===== src/rtl/inst_fetch_if.sv =====
// Fetch-side bundle: instruction memory request/response, redirect, and the
// decoded-instruction handshake toward the core.
interface inst_fetch_if;
  logic        imem_req;
  logic [31:0] imem_addr;
  logic        imem_gnt;
  logic        imem_rvalid;
  logic [31:0] imem_rdata;
  logic        redirect;
  logic [31:0] redirect_pc;
  logic        inst_valid;
  logic [31:0] inst_out;
  logic [31:0] inst_pc;
  logic        inst_ready;

  modport master (
    output imem_req, imem_addr, inst_valid, inst_out, inst_pc,
    input  imem_gnt, imem_rvalid, imem_rdata, redirect, redirect_pc, inst_ready
  );

  modport slave (
    input  imem_req, imem_addr, inst_valid, inst_out, inst_pc,
    output imem_gnt, imem_rvalid, imem_rdata, redirect, redirect_pc, inst_ready
  );
endinterface


===== src/rtl/inst_fetch_queue.sv =====
// Sequential instruction fetcher with credit-limited in-flight requests and an
// in-order {pc, word} prefetch FIFO; redirects flush the FIFO and drop stale responses.
module inst_fetch_queue #(
  parameter int unsigned DEPTH    = 4,
  parameter logic [31:0] RESET_PC = 32'h0000_0000
) (
  input logic          clk,
  input logic          rst,
  inst_fetch_if.master bus
);
  localparam int unsigned PW = (DEPTH > 1) ? $clog2(DEPTH) : 1;
  localparam int unsigned CW = PW + 1;

  logic [31:0]   fetch_pc_q, fetch_pc_d;
  logic [31:0]   resp_pc_q, resp_pc_d;
  logic [CW-1:0] count_q, count_d;
  logic [CW-1:0] outst_q, outst_d;
  logic [CW-1:0] drop_q, drop_d;
  logic [PW-1:0] rd_ptr_q, rd_ptr_d;
  logic [PW-1:0] wr_ptr_q, wr_ptr_d;
  logic [31:0]   pc_mem_q   [DEPTH];
  logic [31:0]   word_mem_q [DEPTH];

  logic req, grant, resp, push, pop, valid;

  always_comb begin
    // Credit covers both buffered words and fetches whose response is still pending.
    req   = !rst && !bus.redirect && ((count_q + outst_q) < CW'(DEPTH));
    grant = req && bus.imem_gnt;
    resp  = bus.imem_rvalid && (outst_q != '0);
    valid = !rst && (count_q != '0);
    push  = resp && (drop_q == '0) && !bus.redirect;
    pop   = valid && bus.inst_ready && !bus.redirect;

    fetch_pc_d = fetch_pc_q;
    resp_pc_d  = resp_pc_q;
    count_d    = count_q;
    outst_d    = outst_q;
    drop_d     = drop_q;
    rd_ptr_d   = rd_ptr_q;
    wr_ptr_d   = wr_ptr_q;

    if (bus.redirect) begin
      fetch_pc_d = {bus.redirect_pc[31:2], 2'b00};
      resp_pc_d  = {bus.redirect_pc[31:2], 2'b00};
      count_d    = '0;
      rd_ptr_d   = '0;
      wr_ptr_d   = '0;
      outst_d    = outst_q - CW'(resp);
      drop_d     = outst_q - CW'(resp);
    end else begin
      if (grant) fetch_pc_d = fetch_pc_q + 32'd4;
      outst_d = outst_q + CW'(grant) - CW'(resp);
      if (resp && (drop_q != '0)) drop_d = drop_q - CW'(1);
      if (push) begin
        resp_pc_d = resp_pc_q + 32'd4;
        wr_ptr_d  = wr_ptr_q + PW'(1);
      end
      if (pop) rd_ptr_d = rd_ptr_q + PW'(1);
      count_d = count_q + CW'(push) - CW'(pop);
    end
  end

  always_ff @(posedge clk) begin
    if (rst) begin
      fetch_pc_q <= RESET_PC;
      resp_pc_q  <= RESET_PC;
      count_q    <= '0;
      outst_q    <= '0;
      drop_q     <= '0;
      rd_ptr_q   <= '0;
      wr_ptr_q   <= '0;
      for (int i = 0; i < DEPTH; i++) begin
        pc_mem_q[i]   <= '0;
        word_mem_q[i] <= '0;
      end
    end else begin
      assert (!(bus.imem_rvalid && (outst_q == '0)));
      assert (!(push && (count_q == CW'(DEPTH))));
      fetch_pc_q <= fetch_pc_d;
      resp_pc_q  <= resp_pc_d;
      count_q    <= count_d;
      outst_q    <= outst_d;
      drop_q     <= drop_d;
      rd_ptr_q   <= rd_ptr_d;
      wr_ptr_q   <= wr_ptr_d;
      if (push) begin
        pc_mem_q[wr_ptr_q]   <= resp_pc_q;
        word_mem_q[wr_ptr_q] <= bus.imem_rdata;
      end
    end
  end

  assign bus.imem_req   = req;
  assign bus.imem_addr  = fetch_pc_q;
  assign bus.inst_valid = valid;
  assign bus.inst_out   = word_mem_q[rd_ptr_q];
  assign bus.inst_pc    = pc_mem_q[rd_ptr_q];
endmodule


===== src/flat_wrapper.sv =====
// flat-port wrapper written by rule: the top's interface ports become plain ports
module inst_fetch_queue_flat 
#(
  parameter int unsigned DEPTH    = 4,
  parameter logic [31:0] RESET_PC = 32'h0000_0000
)
  (clk, rst, bus_imem_req, bus_imem_addr, bus_inst_valid, bus_inst_out, bus_inst_pc, bus_imem_gnt, bus_imem_rvalid, bus_imem_rdata, bus_redirect, bus_redirect_pc, bus_inst_ready);
  inst_fetch_if bus_i ();
  input logic clk;
  input logic rst;
  output wire logic [$bits(bus_i.imem_req)-1:0] bus_imem_req;
  output wire logic [$bits(bus_i.imem_addr)-1:0] bus_imem_addr;
  output wire logic [$bits(bus_i.inst_valid)-1:0] bus_inst_valid;
  output wire logic [$bits(bus_i.inst_out)-1:0] bus_inst_out;
  output wire logic [$bits(bus_i.inst_pc)-1:0] bus_inst_pc;
  input wire logic [$bits(bus_i.imem_gnt)-1:0] bus_imem_gnt;
  input wire logic [$bits(bus_i.imem_rvalid)-1:0] bus_imem_rvalid;
  input wire logic [$bits(bus_i.imem_rdata)-1:0] bus_imem_rdata;
  input wire logic [$bits(bus_i.redirect)-1:0] bus_redirect;
  input wire logic [$bits(bus_i.redirect_pc)-1:0] bus_redirect_pc;
  input wire logic [$bits(bus_i.inst_ready)-1:0] bus_inst_ready;
  assign bus_imem_req = bus_i.imem_req;
  assign bus_imem_addr = bus_i.imem_addr;
  assign bus_inst_valid = bus_i.inst_valid;
  assign bus_inst_out = bus_i.inst_out;
  assign bus_inst_pc = bus_i.inst_pc;
  assign bus_i.imem_gnt = bus_imem_gnt;
  assign bus_i.imem_rvalid = bus_imem_rvalid;
  assign bus_i.imem_rdata = bus_imem_rdata;
  assign bus_i.redirect = bus_redirect;
  assign bus_i.redirect_pc = bus_redirect_pc;
  assign bus_i.inst_ready = bus_inst_ready;
  inst_fetch_queue #(.DEPTH(DEPTH), .RESET_PC(RESET_PC)) u_core (.clk(clk), .rst(rst), .bus(bus_i));
endmodule

===== config.mk =====
export PLATFORM = sky130hd
export DESIGN_NAME = inst_fetch_queue_flat
export DESIGN_NICKNAME = d
export VERILOG_FILES = /design/src/rtl/inst_fetch_if.sv /design/src/rtl/inst_fetch_queue.sv /design/src/flat_wrapper.sv
export SDC_FILE = /design/constraint.sdc
export NUM_CORES = 1
export LEC_CHECK = 0
export ABC_AREA = 1
export CAP_MARGIN = 20
export CORE_ASPECT_RATIO = 0.7
export CORE_UTILIZATION = 35
export DETAILED_ROUTE_END_ITERATION = 10
export GPL_TIMING_DRIVEN = 0
export SLEW_MARGIN = 20
export SYNTH_ARGS = -nofsm -noshare
export SYNTH_HDL_FRONTEND = slang
export SYNTH_SLANG_ARGS = --single-unit

===== constraint.sdc =====
create_clock -name clk -period 19.47 [get_ports clk]
set_input_delay 3.894 -clock clk [delete_from_list [all_inputs] [get_ports clk]]
set_output_delay 3.894 -clock clk [all_outputs]
set_load 0.03 [all_outputs]

# Word level (Yosys, flattened, before mapping)
# Memory sizes are Yosys's and may differ from the RTL's. A register that Yosys moved wholly into a read port is not among the register bits.
# Index checks and enable logic that the tools add are counted.
op_classes:
  reduce_logical: 22
  n_mux: 22
  n_addsub: 11
  order_cmp: 1
ops:
  columns: ["cell", "count"]
  rows:
  - ["$mux W32", 6]
  - ["$add A32 B3 Y32 const B", 2]
  - ["$reduce_or A32 Y1", 2]
  - ["$mux W2", 6]
  - ["$logic_and A1 B1 Y1", 10]
  - ["$mux W3", 3]
  - ["$reduce_bool A3 Y1", 3]
  - ["$sub A3 B1 Y3", 3]
  - ["$mux W1", 7]
  - ["$add A3 B1 Y3", 2]
  - ["$reduce_bool A2 Y1", 3]
  - ["$add A2 B1 Y2 const B", 2]
  - ["$add A3 B3 Y3", 1]
  - ["$logic_not A3 Y1", 1]
  - ["$lt A3 B3 Y1 const B", 1]
  - ["$sub A3 B1 Y3 const B", 1]
  - ["$logic_not A1 Y1", 2]
  - ["$reduce_or A2 Y1", 1]
word_totals:
  ff_bits: 77
  mem_count: 2
  inputBits: 70
  ram_bits: 256
  wordCells: 67
mem_list:
  columns: ["memory", "words", "width", "rd", "rd_clocked_by_memory_dff", "wr", "line", "text"]
  rows:
  - ["u_core.pc_mem_q", 4, 32, 1, 1, 4, "inst_fetch_queue.sv:21", "logic [31:0] pc_mem_q [DEPTH];"]
  - ["u_core.word_mem_q", 4, 32, 1, 1, 4, "inst_fetch_queue.sv:22", "logic [31:0] word_mem_q [DEPTH];"]

# Logic depth before layout (Yosys ltp)
depth:
  ltp_word: 9
  ltp_mapped: 13
  mapped_depth_nobuf: 12

# Worst setup path after synthesis
# Ideal clock, no wire load.
synth_timing:
  path_kind: "input to register"
  startpoint: "in bus_imem_rvalid"
  endpoint: "mem u_core.pc_mem_q[0][10] (enable)"
  arrival_time_ns: 8.859
  cell_stages: 5
  n_path_buf: 0
  path_slack_ns: 10.043
  cell_sequence: "and2_4 -> nand2_4 -> nor2_1 -> inv_1 -> o21ai_0"
synth_rtl:
  columns: ["item", "line", "text"]
  rows:
  - ["from (decl)", "flat_wrapper.sv:17", "input wire logic [$bits(bus_i.imem_rvalid)-1:0] bus_imem_rvalid;"]
  - ["to (decl)", "inst_fetch_queue.sv:21", null]

# Worst setup path after layout
layout_timing:
  startpoint: "in rst"
  endpoint: "out bus_inst_valid"
layout_via:
  elab_chain_len: 2
layout_rtl:
  columns: ["item", "line", "text"]
  rows:
  - ["from (decl)", "flat_wrapper.sv:10", "input logic rst;"]
  - ["$logic_not A1 Y1", "inst_fetch_queue.sv:31", "valid = !rst && (count_q != '0);"]
  - ["$logic_and A1 B1 Y1", "inst_fetch_queue.sv:31", null]
  - ["to (decl)", "flat_wrapper.sv:13", "output wire logic [$bits(bus_i.inst_valid)-1:0] bus_inst_valid;"]
# No other way between the ends.

==> flow_metrics.py <==
metrics = {
    "power": {
        "power.total_w": 0.00171,
        "leakage_nw": 7.39,
        "powerDensity_nw_per_um2": 87.5,
        "ir_drop_uv": 45.3,
    },
    "global_routing": {
        "grt_overflow": 0,
        "grt_pass1_wl_um": 73100,
        "antenna_found_initial": 1,
        "track_usage_pct": 20.5,
        "grt_max_degree": 42,
        "grt_pass1_vias": 12500,
    },
    "floorplan": {
        "die_h_um": 179,
        "initial_core_util_pct": 35.8,
        "die_w_um": 256,
        "core_um2": 44000,
        "fp.dieArea_um2": 45900,
        "ios": 168,
        "num_rows": 64,
    },
    "job": {
        "maxCapViolCount": 0,
    },
    "yosys": {
        "synth.most_common_cell": "nor2_1",
        "syn_area_um2": 15800,
        "synth_enable_flop_cells": 248,
        "synth_top_flop_cell": "edfxtp_1",
        "synth.largest_area_cell": "edfxtp_1",
        "synthCells": 1784,
        "yosys_warnings": 0,
        "ys_async_sr_fraction_pct": 0,
        "synth_seq_cells": 323,
        "synth_top_area_share_pct": 47.3,
        "ys_seq_area_share_pct": 56.8,
        "synth_area_leaders": "edfxtp_1 (47%), dfxtp_1 (9.5%), nor2_1 (9.5%)",
        "synth_cell_types": 44,
        "synth_common_cells": "nor2_1 (400), nand2_1 (285), edfxtp_1 (248), o21ai_0 (179), inv_1 (144)",
        "syn_avg_cell_area_um2": 8.83,
    },
    "critical_path": {
        "crit_top_cell": "clkdlybuf4s50_1",
        "crit_slowest_cell": "clkdlybuf4s50_1",
        "arrival_ns": 5.69,
        "crit_type": "input port to output port",
        "ff2ff_setup_slack_ns": 16.38,
        "cp-start-kind": "input port",
        "endpoint_kind": "output port",
        "cp.buffers_inverters": 3,
        "crit_path_max_fanout": 10,
        "slowest_delay_ns": 0.74,
        "critPathTopFamily": "buffers and inverters",
        "critPathRequiredTime_ns": 15.58,
        "cp_cell_sequence": "clkdlybuf4s50_1 > clkbuf_1 > a21oi_1 > clkdlybuf4s50_1",
    },
    "drt": {
        "drt-initial-drc-count": 1343,
        "routed_wirelength_um": 47800,
        "drtPass1Iterations": 8,
        "ant_nets": 0,
        "viasPerCell": 5.02,
        "routedWlPerCell_um": 18.3,
        "num_vias": 13100,
        "drcViolationCount": 0,
    },
    "cts": {
        "clock_sinks": 323,
        "cts_tree": "done",
        "path_clk_slew_ns": 0.05,
        "cts_buffers": 35,
        "post_cts_buffers": 0,
        "post_cts_resized": 0,
        "root_buffer": "clkbuf_16",
        "cts_buffer_depth": 3,
        "insertion_delay_ns": 0.52,
        "h-tree-depth": 2,
        "cts_hold_buf": 0,
    },
    "sta": {
        "max_slew_margin_pct": 43.6,
        "period_share_pct": 49.2,
        "max_freq_ghz": 0.104,
        "drv_slew": 0,
        "rsz0062_at_grt": "false",
        "min_period_ns": 9.58,
        "finalHoldViolCount": 0,
        "tns_ns": 0,
        "setup_viol": 0,
        "tightest_slew_ns": 0.846,
        "skew_ns": 0.00990,
    },
    "cells_and_area": {
        "regArea_um2": 8950,
        "antennaDiodeCount": 0,
        "multi_input_area_um2": 5750,
        "fillers": 4300,
        "final_nets": 2077,
        "stdcell_count": 2613,
        "drive_above_1_share_pct": 9.01,
        "syn_to_final_growth_pct": 23.8,
    },
    "run_status": {
        "status": "complete, no violations",
    },
    "min_path": {
        "hold_class": "flip-flop to flip-flop",
    },
    "place": {
        "io_buffers": 160,
        "hpwlAfterDp_um": 33700,
        "place.gp.congestion": 0.910,
        "dp_cells": 2551,
    },
}
-- cells in the final DEF (no fill, tap or decap), types with 8 or more instances in the layout --
cell type	instances
nand2_1	284
inv_1	144
nand2_2	25
clkbuf_16	37
nor2_4	33
nor2_1	400
nand4_1	12
ha_1	11
buf_2	10
buf_16	9
o21ai_0	176
buf_4	8
a21oi_1	54
o22ai_1	62
xor2_1	10
clkbuf_1	77
inv_2	27
edfxtp_1	248
dfxtp_1	75
nand3_1	78
clkdlybuf4s50_1	160
-- kinds of logic after synthesis --
kind of cell | synth area share, %
AO/OA/AOI/OAI | 10.6
XOR/XNOR | 0.945
adder cells (fa/ha/maj) | 1.13
buffers and inverters | 7.01
flip-flops | 56.8
other | 0.0238
AND/OR/NAND/NOR | 23.5
-- worst reg2reg max path, stage by stage, from the launching register on --
cell,delay [ns]
dfxtp_1,0.29
inv_1,0.10
ha_1,0.17
inv_1,0.05
nor2_1,0.38
nand2_4,0.15
nor2_1,0.47
nand3_1,0.25
nand2_4,0.61
buf_12,0.29
-- state kept, by name, summed over array words and instances, names as in the netlist, named ones only --
register,cells
u_core.bus.imem_addr,30
u_core.rd_ptr_q,2
u_core.outst_q,3
u_core.count_q,3
u_core.word_mem_q,128
u_core.wr_ptr_q,2
u_core.drop_q,3
u_core.resp_pc_q,30
u_core.pc_mem_q,120
-- report_power, final --
group / switching (W) / total [W] / internal [W]
logic: 0.000165 / 0.000257 / 0.0000922
clock network: 0.000270 / 0.000638 / 0.000368
registers: 0.0000248 / 0.000810 / 0.000785
total: 0.000460 / 0.00171 / 0.00125
-- path summary, 6_finish.rpt --
check | depth (start not counted) | startpoint | end
max reg2reg | 9 | u_core.drop_q[0]$_SDFFE_PP0P_ | u_core.word_mem_q[3][9]$_DFFE_PP_
max | 4 | rst | bus_inst_valid
min | 2 | u_core.rd_ptr_q[1]$_SDFFE_PP0P_ | u_core.rd_ptr_q[1]$_SDFFE_PP0P_
min reg2reg | 2 | u_core.rd_ptr_q[1]$_SDFFE_PP0P_ | u_core.rd_ptr_q[1]$_SDFFE_PP0P_
-- metrics by stage --
stage	hold WS (ns)	setup WS, ns	util, %	cell area (um2)
2_1_floorplan	0.436	10.04	-	15800
3_3_place_gp	0.453	5.35	41.1	18100
3_5_place_dp	0.460	9.87	41.8	18400
4_1_cts	0.473	9.87	44.3	19500
5_1_grt	0.509	9.82	44.3	19500
6_report	0.479	9.89	44.3	19500
-- metal layers --
metal  wire length, um  up-vias  global-route usage (%)
li1                  -     6346                       -
met1             22500     6290                    30.2
met2             21400      430                    32.1
met3              3280       56                    3.03
met4               708        2                    4.05
met5                13        -                       0
-- area by class of cell --
| cell class | count | area share (%) |
|---|---|---|
| clock inverters | 14 | 0.475 |
| well taps | 594 | 3.81 |
| clock buffers | 48 | 5.06 |
| multi-input cells | 1196 | 29.5 |
| repair buffers | 170 | 9.59 |
| plain buffers | 96 | 2.35 |
| inverters | 172 | 3.31 |
| flip-flops and latches | 323 | 45.9 |
Note: power is estimated with default switching activity, not from simulation.
